`src/rtl/rst_release_seq_pkg.sv`:
```
// Shared definitions for the reset release sequencer.
//   state_t     : sequencer state encoding
//   max3        : largest of three integers
//   cnt_width   : bits needed to count up to the largest of three cycle counts
package rst_release_seq_pkg;

   typedef enum logic [2:0] {
      WAIT_LOCK = 3'd0,
      HOLD      = 3'd1,
      RELEASE   = 3'd2,
      RUN       = 3'd3,
      SOFT      = 3'd4
   } state_t;

   function automatic int max3(input int a, input int b, input int c);
      int m;
      m = (a > b) ? a : b;
      return (m > c) ? m : c;
   endfunction

   function automatic int cnt_width(input int a, input int b, input int c);
      return $clog2(max3(a, b, c) + 1);
   endfunction

endpackage

```
`src/rtl/rst_release_seq_if.sv`:
```
// Soft-reset handshake and sequenced reset outputs of rst_release_seq.
//   SOFT_RST_REQ : soft-reset request (requester -> sequencer)
//   SOFT_RST_ACK : one-cycle pulse at the end of the soft-reset hold
//   RST_OUT      : active-high per-stage resets, bit 0 releases first
//   RST_DONE     : high once every stage is released
// Modports: slave = the sequencer, master = the requester / reset consumers.
interface rst_release_seq_if #(
   parameter int N_STAGES = 3
) ();

   logic                SOFT_RST_REQ;
   logic                SOFT_RST_ACK;
   logic [N_STAGES-1:0] RST_OUT;
   logic                RST_DONE;

   modport slave (
      input  SOFT_RST_REQ,
      output SOFT_RST_ACK,
      output RST_OUT,
      output RST_DONE
   );

   modport master (
      output SOFT_RST_REQ,
      input  SOFT_RST_ACK,
      input  RST_OUT,
      input  RST_DONE
   );

endinterface

```
`src/rtl/rst_release_seq_sync.sv`:
```
// Two-flop synchronizer for a slow level flag crossing into CLK.
//   CLK : destination clock
//   RST : synchronous active-high reset, clears both flops to 0
//   d   : asynchronous input flag
//   q   : synchronized flag, two edges of latency
module flag_sync_2ff (
   input  logic CLK,
   input  logic RST,
   input  logic d,
   output logic q
);

   logic meta;

   // NOTE: sequential state uses non-blocking assignments so every flop
   // samples the pre-edge value of its neighbour; blocking here would
   // collapse the two stages into one.
   always_ff @(posedge CLK) begin
      if (RST) begin
         meta <= 1'b0;
         q    <= 1'b0;
      end else begin
         meta <= d;
         q    <= meta;
      end
   end

endmodule

```
`src/rtl/rst_release_seq.sv`:
```
// Ordered reset release sequencer.
// After the synchronized LOCKED has been high for HOLD_CYCLES cycles, RST_OUT
// bits release one at a time (bit 0 first), STAGE_GAP cycles apart; RST_DONE
// rises with the last stage. A rising edge on SOFT_RST_REQ reasserts every
// output for SOFT_PULSE cycles, pulses SOFT_RST_ACK and reruns the sequence.
//   CLK, RST : clock and synchronous active-high reset
//   LOCKED   : PLL/MMCM lock, asynchronous to CLK
//   bus      : soft-reset handshake plus RST_OUT / RST_DONE (slave modport)
module rst_release_seq
   import rst_release_seq_pkg::*;
#(
   parameter int N_STAGES    = 3,
   parameter int HOLD_CYCLES = 16,
   parameter int STAGE_GAP   = 4,
   parameter int SOFT_PULSE  = 8
) (
   input  logic              CLK,
   input  logic              RST,
   input  logic              LOCKED,
   rst_release_seq_if.slave  bus
);

   localparam int CNT_W = cnt_width(HOLD_CYCLES, STAGE_GAP, SOFT_PULSE);
   localparam int IDX_W = $clog2(N_STAGES + 1);

   state_t              state;
   logic [CNT_W-1:0]    cnt;
   logic [IDX_W-1:0]    idx;
   logic [N_STAGES-1:0] rst_out_q;
   logic                done_q;
   logic                ack_q;
   logic                req_prev;
   logic                lock_s;
   logic                req_rise;

   flag_sync_2ff u_lock_sync (
      .CLK (CLK),
      .RST (RST),
      .d   (LOCKED),
      .q   (lock_s)
   );

   assign req_rise = bus.SOFT_RST_REQ & ~req_prev;

   always_ff @(posedge CLK) begin
      if (RST) begin
         state     <= WAIT_LOCK;
         cnt       <= '0;
         idx       <= '0;
         rst_out_q <= '1;
         done_q    <= 1'b0;
         ack_q     <= 1'b0;
         // Reset to 1 so a request held high through reset is not an edge.
         req_prev  <= 1'b1;
      end else begin
         req_prev <= bus.SOFT_RST_REQ;
         ack_q    <= 1'b0;

         // A new request wins over every other event except a request
         // arriving while already in SOFT, which is ignored.
         if (req_rise && state != SOFT) begin
            state     <= SOFT;
            cnt       <= '0;
            idx       <= '0;
            rst_out_q <= '1;
            done_q    <= 1'b0;
         end else begin
            case (state)
               WAIT_LOCK: begin
                  rst_out_q <= '1;
                  done_q    <= 1'b0;
                  if (lock_s) begin
                     state <= HOLD;
                     cnt   <= '0;
                  end
               end

               HOLD: begin
                  if (!lock_s) begin
                     state <= WAIT_LOCK;
                     cnt   <= '0;
                  end else if (cnt == CNT_W'(HOLD_CYCLES - 1)) begin
                     // Stages release in bit order, so shifting a zero in
                     // from the bottom clears exactly the next stage.
                     rst_out_q <= rst_out_q << 1;
                     cnt       <= '0;
                     idx       <= IDX_W'(1);
                     if (N_STAGES == 1) begin
                        state  <= RUN;
                        done_q <= 1'b1;
                     end else begin
                        state <= RELEASE;
                     end
                  end else begin
                     cnt <= cnt + CNT_W'(1);
                  end
               end

               RELEASE: begin
                  if (cnt == CNT_W'(STAGE_GAP - 1)) begin
                     rst_out_q <= rst_out_q << 1;
                     cnt       <= '0;
                     if (idx == IDX_W'(N_STAGES - 1)) begin
                        state  <= RUN;
                        done_q <= 1'b1;
                        idx    <= '0;
                     end else begin
                        idx <= idx + IDX_W'(1);
                     end
                  end else begin
                     cnt <= cnt + CNT_W'(1);
                  end
               end

               RUN: begin
                  if (!lock_s) begin
                     state     <= WAIT_LOCK;
                     rst_out_q <= '1;
                     done_q    <= 1'b0;
                  end
               end

               SOFT: begin
                  // Lock loss is deliberately ignored here: the pulse always
                  // runs its full length.
                  if (cnt == CNT_W'(SOFT_PULSE - 1)) begin
                     ack_q <= 1'b1;
                     state <= WAIT_LOCK;
                     cnt   <= '0;
                  end else begin
                     cnt <= cnt + CNT_W'(1);
                  end
               end

               default: begin
                  state     <= WAIT_LOCK;
                  cnt       <= '0;
                  idx       <= '0;
                  rst_out_q <= '1;
                  done_q    <= 1'b0;
               end
            endcase
         end
      end
   end

   assign bus.RST_OUT      = rst_out_q;
   assign bus.RST_DONE     = done_q;
   assign bus.SOFT_RST_ACK = ack_q;

endmodule

```
`src/flat_wrapper.sv`:
```
// flat-port wrapper written by rule: the top's interface ports become plain ports
module rst_release_seq_flat import rst_release_seq_pkg::*;
#(
   parameter int N_STAGES    = 3,
   parameter int HOLD_CYCLES = 16,
   parameter int STAGE_GAP   = 4,
   parameter int SOFT_PULSE  = 8
)
  (CLK, RST, LOCKED, bus_SOFT_RST_REQ, bus_SOFT_RST_ACK, bus_RST_OUT, bus_RST_DONE);
  rst_release_seq_if #(.N_STAGES(N_STAGES)) bus_i ();
  input  logic CLK;
  input  logic RST;
  input  logic LOCKED;
  input wire logic [$bits(bus_i.SOFT_RST_REQ)-1:0] bus_SOFT_RST_REQ;
  output wire logic [$bits(bus_i.SOFT_RST_ACK)-1:0] bus_SOFT_RST_ACK;
  output wire logic [$bits(bus_i.RST_OUT)-1:0] bus_RST_OUT;
  output wire logic [$bits(bus_i.RST_DONE)-1:0] bus_RST_DONE;
  assign bus_i.SOFT_RST_REQ = bus_SOFT_RST_REQ;
  assign bus_SOFT_RST_ACK = bus_i.SOFT_RST_ACK;
  assign bus_RST_OUT = bus_i.RST_OUT;
  assign bus_RST_DONE = bus_i.RST_DONE;
  rst_release_seq #(.N_STAGES(N_STAGES), .HOLD_CYCLES(HOLD_CYCLES), .STAGE_GAP(STAGE_GAP), .SOFT_PULSE(SOFT_PULSE)) u_core (.CLK(CLK), .RST(RST), .LOCKED(LOCKED), .bus(bus_i));
endmodule
```
`config.mk`:
```
export PLATFORM = sky130hd
export DESIGN_NAME = rst_release_seq_flat
export DESIGN_NICKNAME = d
export VERILOG_FILES = /design/src/rtl/rst_release_seq_pkg.sv /design/src/rtl/rst_release_seq_if.sv /design/src/rtl/rst_release_seq_sync.sv /design/src/rtl/rst_release_seq.sv /design/src/flat_wrapper.sv
export SDC_FILE = /design/constraint.sdc
export NUM_CORES = 1
export LEC_CHECK = 0
export ABC_CLOCK_PERIOD_IN_PS = 3700
export CAP_MARGIN = 20
export CORE_UTILIZATION = 40
export DETAILED_ROUTE_END_ITERATION = 10
export SLEW_MARGIN = 30
export SYNTH_ARGS = -nofsm -noshare
export SYNTH_HDL_FRONTEND = slang
export SYNTH_SLANG_ARGS = --single-unit
```
`constraint.sdc`:
```
create_clock -name CLK -period 3.7 [get_ports CLK]
set_clock_uncertainty 0.05 [all_clocks]
set_input_delay 0.74 -clock CLK [delete_from_list [all_inputs] [get_ports CLK]]
set_output_delay 0.74 -clock CLK [all_outputs]
set_load 0.02 [all_outputs]
```
==> flow_summary.toml <==
[run]
drv_cap = 0

[layout]
seq_area_um2 = 360
antenna_cells = 0
final_nets = 135
fin_util_pct = 47.1
area_growth_pct = 11.3
multi_input_area_um2 = 642
nFillCells = 246
drive_gt1_share_pct = 9.45

[floorplanning]
die_w_um = 53.2
chipHeight_um = 53.2
ios = 9
initial_core_util_pct = 42.3
core_um2 = 2480
num_rows = 18
dieArea_um2 = 2830

[cts]
htree_levels = 1
cts.clk_slew.worst_paths_ns = 0.10
cts_made_buffers = 3
cts_tree = "done"
cts_sinks = 18
clockRootBuffer = "clkbuf_4"
clock_path_buffers = 2
cts_resized = 0
holdBufCountCts = 0
clock_latency_ns = 0.30
post_cts_buffers = 0

[logic_synthesis]
yosysSeqAreaShare_pct = 34.4
synth_edf_count = 0
synth_top_area_share_pct = 34.4
synth.most_common_cell = "dfxtp_1"
synthesis.nets = 129
ys_seq_elements = 18
syn_avg_cell_area_um2 = 8.59
async_reset_ff_share_pct = 0
ys.flop_type = "dfxtp_1"
ys_types = 45
synthCells = 122
yosysTopAreaCell = "dfxtp_1"
synth_warnings = 0
netlist_area_um2 = 1050
synthTopCellsByCount = "dfxtp_1, a21oi_1, nor2_1, o21ai_0"
netlist_top_cells_area = "dfxtp_1, a21oi_1, ha_1"

[sta]
setup_tns_ns = 0
worstMarginPinSlew_ns = 0.863
finalSetupViolations = 0
fin_crit_ns = 2.35
relSlewSlack_pct = 41.9
drv_slew = 0
rsz0062_at_grt = "false"
period_share_pct = 63.6
max_freq_mhz = 425
hold_viol = 0

[drt]
dr.pass1.iters = 4
totalWireLength_mm = 2.24
drc = 0
drt_iter0_drc = 36
wl_per_cell_um = 14.2
ant_nets = 0
vias = 942
via_per_inst = 6.00

[grt]
grt_remaining_overflow = 0
grt_pass1_wl_mm = 3.71
grt.total_usage_pct = 18.0
antenna_found_initial = 0
first_global_vias = 808
grt_max_degree = 25

[power_and_ir_drop]
power_frac_comb_pct = 7.4
p_per_area_nw_per_um2 = 305
power_frac_seq_pct = 57.3
p_sw_share_pct = 24.1
ir_drop_v = 0.000231
p_int_mw = 0.270
power.leakage_nw = 0.398
clkPwrFrac_pct = 35.3
switchingPower_mw = 0.0857

[worst_setup_path]
path_max_fanout = 7
rrSetupSlack_ns = 1.35
crit_start = "u_core.cnt[0]"
required_ns = 3.87
critPathCapture = "u_core.cnt[2]"
reg2reg_from = "u_core.cnt[0]"
critPathKind = "reg2reg"
rr_worst_depth = 7
crit_path_end_kind = "flip-flop"
arrival_ns = 2.53
timing.rr.end = "u_core.cnt[2]"
critPathLaunchType = "flip-flop"

[placed_design]
port_buffers = 8
dpl.hpwl_mm = 1.58
gp_congestion = 0.761

[worst_hold_path]
hold_path_class = "reg2reg"

[status]
status = "complete, no violations"
## cells by family (layout without fill, tap and decap cells)
kind of cell             Yosys count  after routing  share of synthesized area [%]
AO/OA/AOI/OAI                     41             41                           27.1
multiplexers                       2              2                           1.91
XOR/XNOR                           1              1                          0.835
adder cells (fa/ha/maj)            3              3                           3.58
AND/OR/NAND/NOR                   47             47                           27.8
flip-flops                        18             18                           34.4
buffers and inverters             10             15                           4.41
## worst max-delay path, stage by stage, from the launching register on
cell	delay, ns
dfxtp_1	0.35
ha_1	0.29
nand3_1	0.13
inv_1	0.05
ha_1	0.22
nor4_1	0.73
o311ai_0	0.24
a31oi_1	0.22
## power by group through the flow
stage | Sequential (mW) | Combinational, mW | Clock [mW]
6_report | 0.204 | 0.0263 | 0.125
5_1_grt | 0.205 | 0.0289 | 0.138
4_1_cts | 0.204 | 0.0263 | 0.126
3_5_place_dp | 0.208 | 0.0261 | 0
3_3_place_gp | 0.208 | 0.0259 | 0
2_1_floorplan | 0.204 | 0.0220 | 0
## how the worst min path moves through the flow
stage | startpoint | endpoint | slack, ns | cells past startpoint
after floorplan | u_core.u_lock_sync.meta | u_core.u_lock_sync.q | 0.36 | 1
after global placement | u_core.u_lock_sync.meta | u_core.u_lock_sync.q | 0.38 | 1
after detailed placement | u_core.u_lock_sync.meta | u_core.u_lock_sync.q | 0.38 | 1
after CTS | u_core.u_lock_sync.meta | u_core.u_lock_sync.q | 0.41 | 1
after global routing | u_core.u_lock_sync.meta | u_core.u_lock_sync.q | 0.42 | 1
final | u_core.u_lock_sync.meta | u_core.u_lock_sync.q | 0.40 | 1
## routing by layer
layer  wire length (um)  up-vias  GRT usage (%)  share of wire (%)
li1                   -      472              -                  -
met1               1080      450           24.9                 48
met2               1060       18           28.1                 48
met3                 82        2           3.74                3.7
met4                 13        0           3.95               0.58
met5                  0        -              0                  0
## final cells by class
type | instances | share of cell area, %
flip-flops and latches | 18 | 30.9
clock buffers | 4 | 3.11
repair buffers | 8 | 6.86
well taps | 30 | 3.22
inverters | 3 | 0.965
multi-input cells | 94 | 55.0
## registers in the layout, summed over array words and instances, names as in the netlist, 2 cells and up
register and cells:
u_core.bus.RST_OUT 3, u_core.cnt 5, u_core.idx 2, u_core.state 3
## layout by cell type (no fill, tap or decap), drive strengths merged, types with 2 or more instances in the layout
cell and n:
nand3 5, o211ai 2, o21ai 7, dfxtp 18, or3 2, nor2b 5
nor4b 2, or3b 2, clkdlybuf4s50 8, a31oi 2, nor3 4, o21bai 3
mux2i 2, or4b 2, clkbuf 4, o311ai 2, nand4 2, a21o 2
nand2 5, o31ai 2, inv 3, nand2b 4, nor2 7, a21oi 10
a211oi 2, ha 3, a21boi 3
## metrics by stage
step / setup WS [ns] / cell area [um2] / hold slack [ns] / cells / total power, mW
final: 1.35 / 1170 / 0.398 / 157 / 0.356
after global placement: 1.41 / 1130 / 0.375 / 153 / 0.234
after global routing: 1.07 / 1170 / 0.421 / 157 / 0.372
after detailed placement: 1.42 / 1130 / 0.380 / 153 / 0.235
after floorplan: 1.80 / 1050 / 0.364 / 122 / 0.226
after CTS: 1.38 / 1170 / 0.406 / 157 / 0.357
Power figures use the tool's default switching activity.
==> variant 1 (same settings) <==
The 5 states of `state_t` get a Gray code encoding in 3 bits.
--- a/src/rtl/rst_release_seq_pkg.sv
+++ b/src/rtl/rst_release_seq_pkg.sv
@@ -5,11 +5,11 @@
 package rst_release_seq_pkg;
 
    typedef enum logic [2:0] {
-      WAIT_LOCK = 3'd0,
-      HOLD      = 3'd1,
-      RELEASE   = 3'd2,
-      RUN       = 3'd3,
-      SOFT      = 3'd4
+      WAIT_LOCK = 3'b000,
+      HOLD      = 3'b001,
+      RELEASE   = 3'b011,
+      RUN       = 3'b010,
+      SOFT      = 3'b110
    } state_t;
 
    function automatic int max3(input int a, input int b, input int c);
Formal check against the unedited RTL: same outputs for any inputs over 10 cycles, from zero or initial values and one cycle with RST high; not proved beyond that.
==> variant 1 against the unedited design <==
- synthesized area increased by 1.1%
- count of clock-buffer cells in the layout unchanged
- sequential cell count unchanged
- design area decreased by 0.11%
- worst setup slack improved by 210 ps
- sequential share of layout area about the same
- cell count decreased by 0.64%
- wire length decreased by 4.9%
- global-route usage decreased by 0.23 points
- critical path type is now in -> reg
- highest routed layer unchanged
Power is not compared: it rests on default switching activity, and its combinational part moved more than twofold at a synthesized area within 25%.
==> variant 1: results (changes against the unedited design) <==
Buffers on Ports=8 (unchanged); GRT Total Usage=0.1775 (-0.002275); Reg2Reg Depth=8 (+1); Clk Latency, worst-skew pair=290 ps; async set-or-reset flop fraction in the synthesized netlist=0 (unchanged); fraction of area in multi-input gates=0.5429 (-0.006922); Worst path slowest cell=or4b_1; clock buffer depth=2 (unchanged); DRT iter0 DRCs=32 (-11%); n_diodes=0 (unchanged); DRC Markers=0 (unchanged); status=finished clean; Place WS=1261 ps (-159.1 ps); reg2reg setup slack=1640 ps (+290 ps); post-synthesis cell type count=43 (-4.4%); post-cts sizing count=0 (unchanged); root buffer cell=clkbuf_4; number of CTS-inserted buffers=3 (unchanged); Max stage delay on crit path=510 ps (-220 ps); comb pwr=142 uW; DR pass1 iterations=4 (unchanged); Multi-In Gates=91 (-3.2%); Seq/total area=0.3090 (+0.0003309); # fillers=240 (-2.4%); Max FO, Critical Path=13 (+6); routability cong.=0.7757 (+1.9%); worst path arrival time=2310 ps (-220 ps); ClkCell Share=0.03112 (+0.00003332); Setup WS post-layout=1558 ps (+211.3 ps); initial antenna violation count=0 (unchanged); Seq cells post-synth=18 (unchanged); Post-DP HPWL=1573 um (-0.53%); non-clock buffer share of cell area=0.06867 (+0.00007353); number of non-clock buffers=8 (unchanged); vias in the first global route=791 (-2.1%); actual slew at the worst max-slew pin=585.3 ps (-277.7 ps); layout cells sized above 1=0.1190 (+0.02456); largest net degree at the start of global routing=20 (-20%); H-tree lvl count=1 (unchanged); Static Leak=0.4330 nW; first-pass GRT wire length=3657 um (-1.5%); clock buffers=4 (unchanged); Inverters=5 (+2); sw power=183.1 uW; main flop type after synthesis=dfxtp_1; via count=867 (-8.0%); total wire length=2127 um (-4.9%); Min-Delay Path Class=reg -> reg; Setup Buffers After CTS=0 (unchanged); Critical Path End=u_core.idx[1]; Worst VDD drop=304.1 uV; nets=134 (-0.74%); Setup crit start=bus_SOFT_RST_REQ; commonest cells in the netlist=dfxtp_1, a21oi_1, nor2_1; max reg flops=5 (unchanged); syn_nets=126 (-2.3%); Synth area leaders=dfxtp_1, a21oi_1, mux2i_1; synth warn=0 (unchanged); Seq/Total Area, Yosys=0.3400 (-0.003652)
variant 1: stage by stage:
step           hold slack [ps]    util  cells  total power [mW]  area [um^2]
3_3_place_gp             388.3  0.4520    152            0.4013         1130
6_report                 397.7  0.4665    156            0.5179         1166
2_1_floorplan            363.8       -    119            0.3816         1060
4_1_cts                  400.3  0.4665    156            0.5241         1166
3_5_place_dp             376.0  0.4520    152            0.4030         1130
5_1_grt                  434.9  0.4665    156            0.5562         1166
variant 1: cell families after synthesis:
kind of cell / Yosys count / synth area share
AOI/OAI and AO/OA: 33 / 0.2054
xor gates and xnor gates: 1 / 0.008266
adders and majority gates: 3 / 0.03542
buffers and inverters: 10 / 0.06257
DFF: 18 / 0.3400
muxes: 5 / 0.04723
and+or+nand+nor: 49 / 0.3011
variant 1: worst min-delay path by stage:
stage | startpoint | endpoint | depth (start not counted)
after CTS | u_core.u_lock_sync.meta | u_core.u_lock_sync.q | 1
after detailed placement | u_core.u_lock_sync.meta | u_core.u_lock_sync.q | 1
final | u_core.u_lock_sync.meta | u_core.u_lock_sync.q | 1
after global routing | u_core.u_lock_sync.meta | u_core.u_lock_sync.q | 1
after global placement | u_core.u_lock_sync.meta | u_core.u_lock_sync.q | 1
after floorplan | u_core.u_lock_sync.meta | u_core.u_lock_sync.q | 1
variant 1: worst reg2reg max path, delay by kind of cell, from the launching register on:
family          cells  cell delay, ps
compound gates      1             250
flops               1             350
buf+inv             1              50
simple gates        4             840
fa+ha+maj           2             450
variant 1: routing by layer:
layer | global-route usage | part of all wire | up-vias
met2 | 0.2792 | 0.47 | 21
met4 | 0.07018 | 0.0066 | 0
met1 | 0.2392 | 0.48 | 397
li1 | - | - | 447
met3 | 0.02586 | 0.042 | 2
met5 | 0 | 0 | -
==> variant 2 (config.mk and constraints unchanged) <==
Made on the original files. `STAGE_GAP` is set to 4 in 2 places; all go to 2.
--- a/src/rtl/rst_release_seq.sv
+++ b/src/rtl/rst_release_seq.sv
@@ -11,7 +11,7 @@
 #(
    parameter int N_STAGES    = 3,
    parameter int HOLD_CYCLES = 16,
-   parameter int STAGE_GAP   = 4,
+   parameter int STAGE_GAP   = 2,
    parameter int SOFT_PULSE  = 8
 ) (
    input  logic              CLK,
--- a/src/flat_wrapper.sv
+++ b/src/flat_wrapper.sv
@@ -3,7 +3,7 @@
 #(
    parameter int N_STAGES    = 3,
    parameter int HOLD_CYCLES = 16,
-   parameter int STAGE_GAP   = 4,
+   parameter int STAGE_GAP   = 2,
    parameter int SOFT_PULSE  = 8
 )
   (CLK, RST, LOCKED, bus_SOFT_RST_REQ, bus_SOFT_RST_ACK, bus_RST_OUT, bus_RST_DONE);
Behaviour: same outputs for any inputs over 10 cycles, from zero or initial values and one cycle with RST high; that may be too few to reach the edited logic, so the function may still have changed.
==> variant 2 against the unedited design <==
- sequential cell count stayed put
- worst setup slack gained 190 ps
- critical path depth up 1
- wire length is 3.0% lower
- worst hold slack lost 1.1 ps
- design area decreased by 0.96%
- synthesized area increased by 0.24%
- power down 0.62%
- largest power group unchanged
==> variant 2: results (changes against the unedited design) <==
non-clock buffer share of cell area=0.06926 (+0.0006681); ClkCell Share=0.03139 (+0.0003027); Inverters=6 (+3); GRT Total Usage=0.1770 (-0.002765); multi-input logic area=619.3 um^2 (-3.5%); first-pass GRT wire length=3546 um (-4.5%); Max stage delay on crit path=440 ps (-290 ps); internal power=271.0 uW (+0.29%); Seq/Total Area, Yosys=0.3429 (-0.0008183); worst path arrival time=2320 ps (-210 ps); sequential power share=0.575 (+0.002); post-synthesis cell type count=38 (-16%); Multi-In Gates=95 (+1.1%); relative slew slack=0.4527 (+0.03328); Max FO, Critical Path=6 (-1); Post-DP HPWL=1569 um (-0.83%); metal2 WL=991 um (-6.8%); layout cells sized above 1=0.08397 (-0.01052); met1 GRT Util=0.2500 (+0.0008591); design area=1156 um^2 (-0.96%); vias in the first global route=756 (-6.4%); Seq/total area=0.3117 (+0.003006); Worst path slowest cell=o32ai_1; status=finished clean; total wire length=2169 um (-3.0%); DR top layer=met3; Avg Cell Area, Syn=8.276 um^2 (-3.7%); seq_cells=18 (unchanged); Worst VDD drop=336.6 uV (+46%); Finished Layout Cells=161 (+2.5%); placed inst area=1120 um^2 (-1.0%); nets=140 (+3.7%); DRT met1 WL=1045 um (-2.9%)
==> variant 2: changes by cell type after synthesis, sizes merged, moves of 3 or more <==
cell / change
a21oi: -3
nand2: +3
inv: +3
buf: +3
a21boi: -3
o21ai: -5
a31oi: +4
nor2: +11
mux2i: +3
==> variant 2: final timing paths <==
kind,slack (ps),to,depth (start not counted)
setup / recovery,1540,u_core.cnt[3],8
hold / removal,400,u_core.u_lock_sync.q,1
setup reg to reg,1540,u_core.cnt[3],8
hold reg to reg,400,u_core.u_lock_sync.q,1
==> variant 2: kinds of logic (layout without fill, tap and decap cells) <==
group | Yosys count | after routing | share of synthesized area
AOI/OAI and AO/OA | 27 | 27 | 0.1833
xor gates and xnor gates | 2 | 2 | 0.01667
adders and majority gates | 4 | 4 | 0.04762
buffers and inverters | 14 | 18 | 0.06785
DFF | 18 | 18 | 0.3429
muxes | 5 | 5 | 0.04762
and+or+nand+nor | 57 | 57 | 0.2941
